<file path="src/rtl/uart_pkg.sv">
// Shared UART constants: line rate, default frame marker and the frame
// controller's state encoding.
package uart_pkg;

    localparam int UART_CLK_HZ       = 25_000_000;
    localparam int UART_BAUD         = 115_200;
    localparam int UART_TIMEOUT_BITS = 100;

    // 100 bit times expressed in clocks (217 clocks/bit at 25 MHz).
    localparam int UART_DEF_TIMEOUT  = (UART_CLK_HZ / UART_BAUD) * UART_TIMEOUT_BITS;
    localparam int UART_DEF_MAX_LEN  = 16;

    localparam logic [7:0] UART_SYNC_BYTE = 8'hA5;

    typedef enum logic [2:0] {
        ST_HUNT    = 3'd0,
        ST_ADDR    = 3'd1,
        ST_LEN     = 3'd2,
        ST_PAYLOAD = 3'd3,
        ST_CSUM    = 3'd4,
        ST_DRAIN   = 3'd5
    } frame_state_t;

    function automatic logic [7:0] csum_step(input logic [7:0] acc, input logic [7:0] b);
        return acc ^ b;
    endfunction

endpackage

</file>
<file path="src/rtl/uart_frame_buf.sv">
// Payload store: DEPTH x 8 array, synchronous write, asynchronous read.
module uart_frame_buf #(
    parameter int DEPTH = 16,
    parameter int AW    = 4
) (
    input  logic          i_CLK,
    input  logic          i_WR_EN,
    input  logic [AW-1:0] i_WR_ADDR,
    input  logic [7:0]    i_WR_DATA,
    input  logic [AW-1:0] i_RD_ADDR,
    output logic [7:0]    o_RD_DATA
);

    logic [7:0] r_mem [0:DEPTH-1];

    always_ff @(posedge i_CLK) begin
        if (i_WR_EN) begin
            r_mem[i_WR_ADDR] <= i_WR_DATA;
        end
    end

    assign o_RD_DATA = r_mem[i_RD_ADDR];

endmodule

</file>
<file path="src/rtl/uart_rx_frame_ctrl.sv">
// Frame parser for SYNC/ADDR/LEN/payload/CSUM byte streams from a UART
// receiver; buffers the payload and drains it with a valid/ready handshake.
module uart_rx_frame_ctrl
    import uart_pkg::*;
#(
    parameter logic [7:0] SYNC_BYTE      = UART_SYNC_BYTE,
    parameter int         MAX_LEN        = UART_DEF_MAX_LEN,
    parameter int         TIMEOUT_CYCLES = UART_DEF_TIMEOUT
) (
    input  logic       i_CLK,
    input  logic       i_RESET,
    input  logic [7:0] i_RX_DATA,
    input  logic       i_DATA_READY,
    output logic [7:0] o_FRAME_ADDR,
    output logic [7:0] o_FRAME_DATA,
    output logic       o_FRAME_VALID,
    output logic       o_FRAME_LAST,
    input  logic       i_FRAME_READY,
    output logic       o_CSUM_ERR,
    output logic       o_LEN_ERR,
    output logic       o_TIMEOUT,
    output logic       o_OVERRUN
);

    localparam int IW = $clog2(MAX_LEN + 1);
    localparam int CW = $clog2(TIMEOUT_CYCLES);
    localparam int BW = (MAX_LEN > 1) ? $clog2(MAX_LEN) : 1;
    localparam logic [CW-1:0] CNT_EXPIRE = CW'(TIMEOUT_CYCLES - 1);

    frame_state_t  r_state, w_state_next;
    logic [IW-1:0] r_idx, w_idx_next;
    logic [7:0]    r_addr, w_addr_next;
    logic [7:0]    r_len, w_len_next;
    logic [7:0]    r_xor, w_xor_next;
    logic [CW-1:0] r_cnt, w_cnt_next;
    logic          r_csum_err, w_csum_err_next;
    logic          r_len_err, w_len_err_next;
    logic          r_timeout, w_timeout_next;
    logic          r_overrun, w_overrun_next;

    logic          w_buf_wr;
    logic [7:0]    w_rd_data;
    logic [7:0]    w_xor_in;
    logic          w_valid;
    logic          w_idx_is_last;
    logic          w_last;
    logic          w_handshake;
    logic          w_counting;
    logic          w_expired;
    logic          w_len_ok;

    assign w_xor_in      = csum_step(r_xor, i_RX_DATA);
    assign w_valid       = (r_state == ST_DRAIN);
    assign w_idx_is_last = (8'(r_idx) == (r_len - 8'd1));
    assign w_last        = w_valid && w_idx_is_last;
    assign w_handshake   = w_valid && i_FRAME_READY;
    assign w_counting    = (r_state == ST_ADDR) || (r_state == ST_LEN) ||
                           (r_state == ST_PAYLOAD) || (r_state == ST_CSUM);
    // A strobe on the expiry cycle wins over the timeout.
    assign w_expired     = (r_cnt == CNT_EXPIRE) && !i_DATA_READY;
    assign w_len_ok      = (i_RX_DATA != 8'd0) && (i_RX_DATA <= 8'(MAX_LEN));

    uart_frame_buf #(
        .DEPTH (MAX_LEN),
        .AW    (BW)
    ) u_buf (
        .i_CLK     (i_CLK),
        .i_WR_EN   (w_buf_wr),
        .i_WR_ADDR (r_idx[BW-1:0]),
        .i_WR_DATA (i_RX_DATA),
        .i_RD_ADDR (r_idx[BW-1:0]),
        .o_RD_DATA (w_rd_data)
    );

    always_ff @(posedge i_CLK or posedge i_RESET) begin
        if (i_RESET) begin
            r_state    <= ST_HUNT;
            r_idx      <= '0;
            r_addr     <= '0;
            r_len      <= '0;
            r_xor      <= '0;
            r_cnt      <= '0;
            r_csum_err <= 1'b0;
            r_len_err  <= 1'b0;
            r_timeout  <= 1'b0;
            r_overrun  <= 1'b0;
        end else begin
            r_state    <= w_state_next;
            r_idx      <= w_idx_next;
            r_addr     <= w_addr_next;
            r_len      <= w_len_next;
            r_xor      <= w_xor_next;
            r_cnt      <= w_cnt_next;
            r_csum_err <= w_csum_err_next;
            r_len_err  <= w_len_err_next;
            r_timeout  <= w_timeout_next;
            r_overrun  <= w_overrun_next;
        end
    end

    always_comb begin
        w_state_next    = r_state;
        w_idx_next      = r_idx;
        w_addr_next     = r_addr;
        w_len_next      = r_len;
        w_xor_next      = r_xor;
        w_cnt_next      = '0;
        w_csum_err_next = 1'b0;
        w_len_err_next  = 1'b0;
        w_timeout_next  = 1'b0;
        w_overrun_next  = 1'b0;
        w_buf_wr        = 1'b0;

        case (r_state)
            ST_HUNT: begin
                if (i_DATA_READY && (i_RX_DATA == SYNC_BYTE)) begin
                    w_state_next = ST_ADDR;
                end
            end
            ST_ADDR: begin
                if (i_DATA_READY) begin
                    w_addr_next  = i_RX_DATA;
                    w_xor_next   = i_RX_DATA;
                    w_state_next = ST_LEN;
                end
            end
            ST_LEN: begin
                if (i_DATA_READY) begin
                    if (w_len_ok) begin
                        w_len_next   = i_RX_DATA;
                        w_xor_next   = w_xor_in;
                        w_idx_next   = '0;
                        w_state_next = ST_PAYLOAD;
                    end else begin
                        w_len_err_next = 1'b1;
                        w_state_next   = ST_HUNT;
                    end
                end
            end
            ST_PAYLOAD: begin
                if (i_DATA_READY) begin
                    w_buf_wr   = 1'b1;
                    w_xor_next = w_xor_in;
                    w_idx_next = r_idx + 1'b1;
                    if (w_idx_is_last) begin
                        w_state_next = ST_CSUM;
                    end
                end
            end
            ST_CSUM: begin
                if (i_DATA_READY) begin
                    if (i_RX_DATA == r_xor) begin
                        w_idx_next   = '0;
                        w_state_next = ST_DRAIN;
                    end else begin
                        w_csum_err_next = 1'b1;
                        w_state_next    = ST_HUNT;
                    end
                end
            end
            ST_DRAIN: begin
                // Bytes arriving while draining are dropped, not buffered.
                w_overrun_next = i_DATA_READY;
                if (w_handshake) begin
                    if (w_idx_is_last) begin
                        w_idx_next   = '0;
                        w_state_next = ST_HUNT;
                    end else begin
                        w_idx_next = r_idx + 1'b1;
                    end
                end
            end
            default: begin
                w_state_next = ST_HUNT;
            end
        endcase

        if (w_counting) begin
            if (!i_DATA_READY) begin
                w_cnt_next = r_cnt + 1'b1;
            end
            if (w_expired) begin
                w_cnt_next     = '0;
                w_timeout_next = 1'b1;
                w_state_next   = ST_HUNT;
            end
        end
    end

    assign o_FRAME_VALID = w_valid;
    assign o_FRAME_LAST  = w_last;
    assign o_FRAME_DATA  = w_valid ? w_rd_data : 8'd0;
    assign o_FRAME_ADDR  = w_valid ? r_addr : 8'd0;
    assign o_CSUM_ERR    = r_csum_err;
    assign o_LEN_ERR     = r_len_err;
    assign o_TIMEOUT     = r_timeout;
    assign o_OVERRUN     = r_overrun;

endmodule

</file>
<file path="config.mk">
export PLATFORM = sky130hd
export DESIGN_NAME = uart_rx_frame_ctrl
export DESIGN_NICKNAME = d
export VERILOG_FILES = /design/src/rtl/uart_pkg.sv /design/src/rtl/uart_frame_buf.sv /design/src/rtl/uart_rx_frame_ctrl.sv
export SDC_FILE = /design/constraint.sdc
export NUM_CORES = 1
export LEC_CHECK = 0
export CAP_MARGIN = 20
export CORE_MARGIN = 5
export CORE_UTILIZATION = 65
export DETAILED_ROUTE_END_ITERATION = 16
export PLACE_DENSITY = 0.83
export SLEW_MARGIN = 40
export SYNTH_ARGS = -nofsm -noshare
export SYNTH_HDL_FRONTEND = slang
export SYNTH_SLANG_ARGS = --single-unit
</file>
<file path="constraint.sdc">
create_clock -name i_CLK -period 7.4 [get_ports i_CLK]
set_input_delay 1.48 -clock i_CLK [delete_from_list [all_inputs] [get_ports i_CLK]]
set_output_delay 1.48 -clock i_CLK [all_outputs]
set_load 0.01 [all_outputs]
</file>
==> flow_metrics.tcl <==
set metrics [dict create \
    status "finished, final reports clean" \
    synth.avg_cell_area_um2 15.35 \
    finalMaxSlewViolations 0 \
    rrSetupSlack_ns 4.68 \
    io_pins 34 \
    fin_crit_sh_pct 62.74 \
    min_period_ns 4.643 \
    die_area_um2 14600 \
    cp.required_ns 5.92 \
    dr.pass1.iters 5 \
    vias_per_cell 6.745 \
    tns_ns 0 \
    crit_start "r_idx[0]$_DFFE_PP0P_" \
    met3_usage_pct 5.051 \
    ys_ff_latch 179 \
    drtIter0Drc 572 \
    min_from "r_cnt[0]$_DFF_PP0_" \
    grt_usage_pct 25.10 \
    layout_commonest_cell "edfxtp_1" \
    synth_compound_area_share_pct 4.436 \
    max_freq_mhz 215.4 \
    cts.repair.resized 0 \
    rr_endpoint "u_buf.r_mem[12][5]$_DFFE_PP_" \
    layout_common_cells "edfxtp_1, dfrtp_1, mux4_2, nor2_1, clkdlybuf4s50_1" \
    avgRoutedWirePerCell_um 24.32 \
    initial_core_util_pct 66.46 \
    finalPower_mw 2.529 \
    synth-warning-count 0 \
    drive_above_1_share_pct 24.01 \
    syn-num-nets 538 \
    clockRootBuffer "clkbuf_16" \
    synth_ff_type "edfxtp_1" \
    grt_setup_unrepaired "no" \
    ant_nets 0 \
    dp_hpwl_mm 10.29 \
    grt_pass1_vias 4825 \
    maxCapViolCount 0 \
    fin_nets 563 \
    post_cts_buffers 0 \
    fp.coreArea_um2 12010 \
    nFillCells 687 \
    worstPathArrival_ns 3.16 \
    worst_setup_path_end_kind "primary output" \
    gp_congestion 0.9142 \
    insertion_delay_ns 0.43 \
    routed_wl_mm 17.15 \
    seqCellArea_um2 5122 \
    yosys.cell_types.count 57 \
    relSlewSlack_pct 51.77 \
    min_path_cells 1 \
    synth-edff-count 128 \
    grt-ovfl-total 0 \
    tightest_slew_ns 0.7235 \
    hold_buffers 0 \
    synth_cells 520 \
    p_leak_nw 3.072 \
    num_rows 40 \
    grt_max_degree 52 \
    min_to "r_cnt[0]$_DFF_PP0_" \
    grt_antenna_before_repair 0 \
    cts_made_buffers 17 \
    synthAdderAreaFrac_pct 0.9404 \
    cts.sinks 179 \
    cts_buffer_depth 2 \
    synthXorXnorAreaFrac_pct 2.743 \
    syn_area_um2 7983 \
    critical_path_class "reg2out" \
    crit_fanout 39 \
    start_kind "flip-flop" \
    ys_seq_area_share_pct 64.14 \
    clk_pin_slew_ns 0.07 \
    htree_num_levels 4 \
    synthSimpleGateAreaFrac_pct 10.85 \
    worst_clock_skew_ns 0.005593 \
    syn_to_final_growth_pct 12.45 \
    synth_top_family_by_area "multiplexers" \
    tritoncts "built" \
    met2_usage_pct 41.51 \
    rr_worst_depth 6 \
    synthMuxAreaShare_pct 14.01 \
    r2r-start "r_state[2]$_DFF_PP0_" \
    hold_path.class "reg2reg" \
    hold_viol 0 \
    drc 0 \
    finalSetupViolations 0 \
    async_flop_share_pct 28.49 \
    io_buffers 33 \
    multi_input_area_um2 2708 \
    num_antenna_cells 0 \
    grt_pass1_wl_mm 26.90 \
    die_x_um 120.8 \
    cellPowerDensity_nw_per_um2 281.7 \
    die-height_um 120.8 \
    peakVddDrop_mv 0.1557 \
    met1_usage_pct 33.62 \
    via_count 4755 \
    busiest_layer "met2" \
]
==> cell families after synthesis <==
group           Yosys count
simple gates            152
buf+inv                  45
fa+ha+maj                 6
compound gates           53
flops                   179
xor+xnor                 25
mux                      60
==> critical path, cell delays in order (launching register included) <==
cell and delay (ns):
dfrtp_2 0.34, buf_4 0.57, mux4_2 0.62, mux4_2 0.49, and2_1 0.20, clkdlybuf4s50_1 0.49
==> final cells by class <==
| type | instances | share of cell area, % |
|---|---|---|
| multi-input combinational | 296 | 30.16 |
| clock buffer | 18 | 4.781 |
| inverter | 12 | 0.5297 |
| tap | 147 | 2.049 |
| sequential | 179 | 57.07 |
| clock inverter | 14 | 1.561 |
| timing repair buffer | 39 | 3.847 |
==> how the worst max path moves through the flow <==
stage	to	slack, ns	cells after the start
after floorplan	o_FRAME_DATA[0]	3.99	5
after global placement	o_FRAME_DATA[3]	3.23	5
after detailed placement	o_FRAME_DATA[3]	3.21	5
after CTS	o_FRAME_DATA[6]	2.71	5
after global routing	o_FRAME_DATA[6]	2.61	5
final	o_FRAME_DATA[6]	2.76	5
==> layer usage <==
layer | up-vias | share of wire, %
met3 | 32 | 8.1
li1 | 2037 | -
met1 | 2417 | 38
met5 | - | 0
met2 | 269 | 52
met4 | 0 | 1.7
==> registers in the layout, indices dropped and copies added, names as in the netlist <==
| signal | flops |
|---|---|
| o_CSUM_ERR | 1 |
| o_LEN_ERR | 1 |
| o_OVERRUN | 1 |
| o_TIMEOUT | 1 |
| r_addr | 8 |
| r_cnt | 15 |
| r_idx | 5 |
| r_len | 8 |
| r_state | 3 |
| r_xor | 8 |
| u_buf.r_mem | 128 |
==> synthesized netlist by cell type, types with 2 or more instances <==
master / number / share of area [%]
mux2_2: 14 / 2.0
inv_1: 12 / 0.56
mux4_2: 40 / 11
or3_1: 2 / 0.16
nor4b_1: 3 / 0.33
edfxtp_1: 128 / 48
nand2b_1: 8 / 0.63
and2_2: 3 / 0.28
buf_4: 3 / 0.28
a221o_1: 2 / 0.25
nand3_1: 13 / 0.82
a311oi_1: 3 / 0.33
nor3_1: 11 / 0.69
buf_6: 5 / 0.71
nor2b_1: 4 / 0.31
nor2_1: 44 / 2.1
mux2i_1: 6 / 0.75
a31oi_1: 5 / 0.39
or2_2: 3 / 0.24
nor4_4: 3 / 0.80
xnor2_1: 10 / 1.1
dfrtp_1: 51 / 16
and2_1: 9 / 0.71
clkbuf_1: 14 / 0.66
nand2_1: 17 / 0.80
o21ai_0: 8 / 0.50
and4b_1: 2 / 0.25
ha_1: 6 / 0.94
nand4_1: 7 / 0.55
xor2_1: 15 / 1.6
a21oi_1: 22 / 1.4
o221ai_2: 2 / 0.38
nor3b_1: 2 / 0.19
and3_1: 11 / 0.86
buf_2: 10 / 0.63
==> power breakdown <==
part	total, mW	switching (mW)	leakage [nW]	internal (mW)
Clock	0.861	0.388	0.270	0.473
Sequential	1.22	0.0686	1.82	1.15
Combinational	0.452	0.246	0.986	0.206
Total	2.53	0.703	3.07	1.83
==> stage by stage <==
stage	setup slack (ns)	utilization (%)	cells	hold WS [ns]	area, um^2
floorplan	3.989	-	520	0.4479	7983
global placement	3.229	69.75	673	0.4755	8378
detailed placement	3.212	70.20	673	0.4846	8432
CTS	2.707	74.94	705	0.4941	9001
global route	2.610	74.73	705	0.4975	8976
finish	2.757	74.73	705	0.4924	8976
Power figures use the tool's default switching activity.
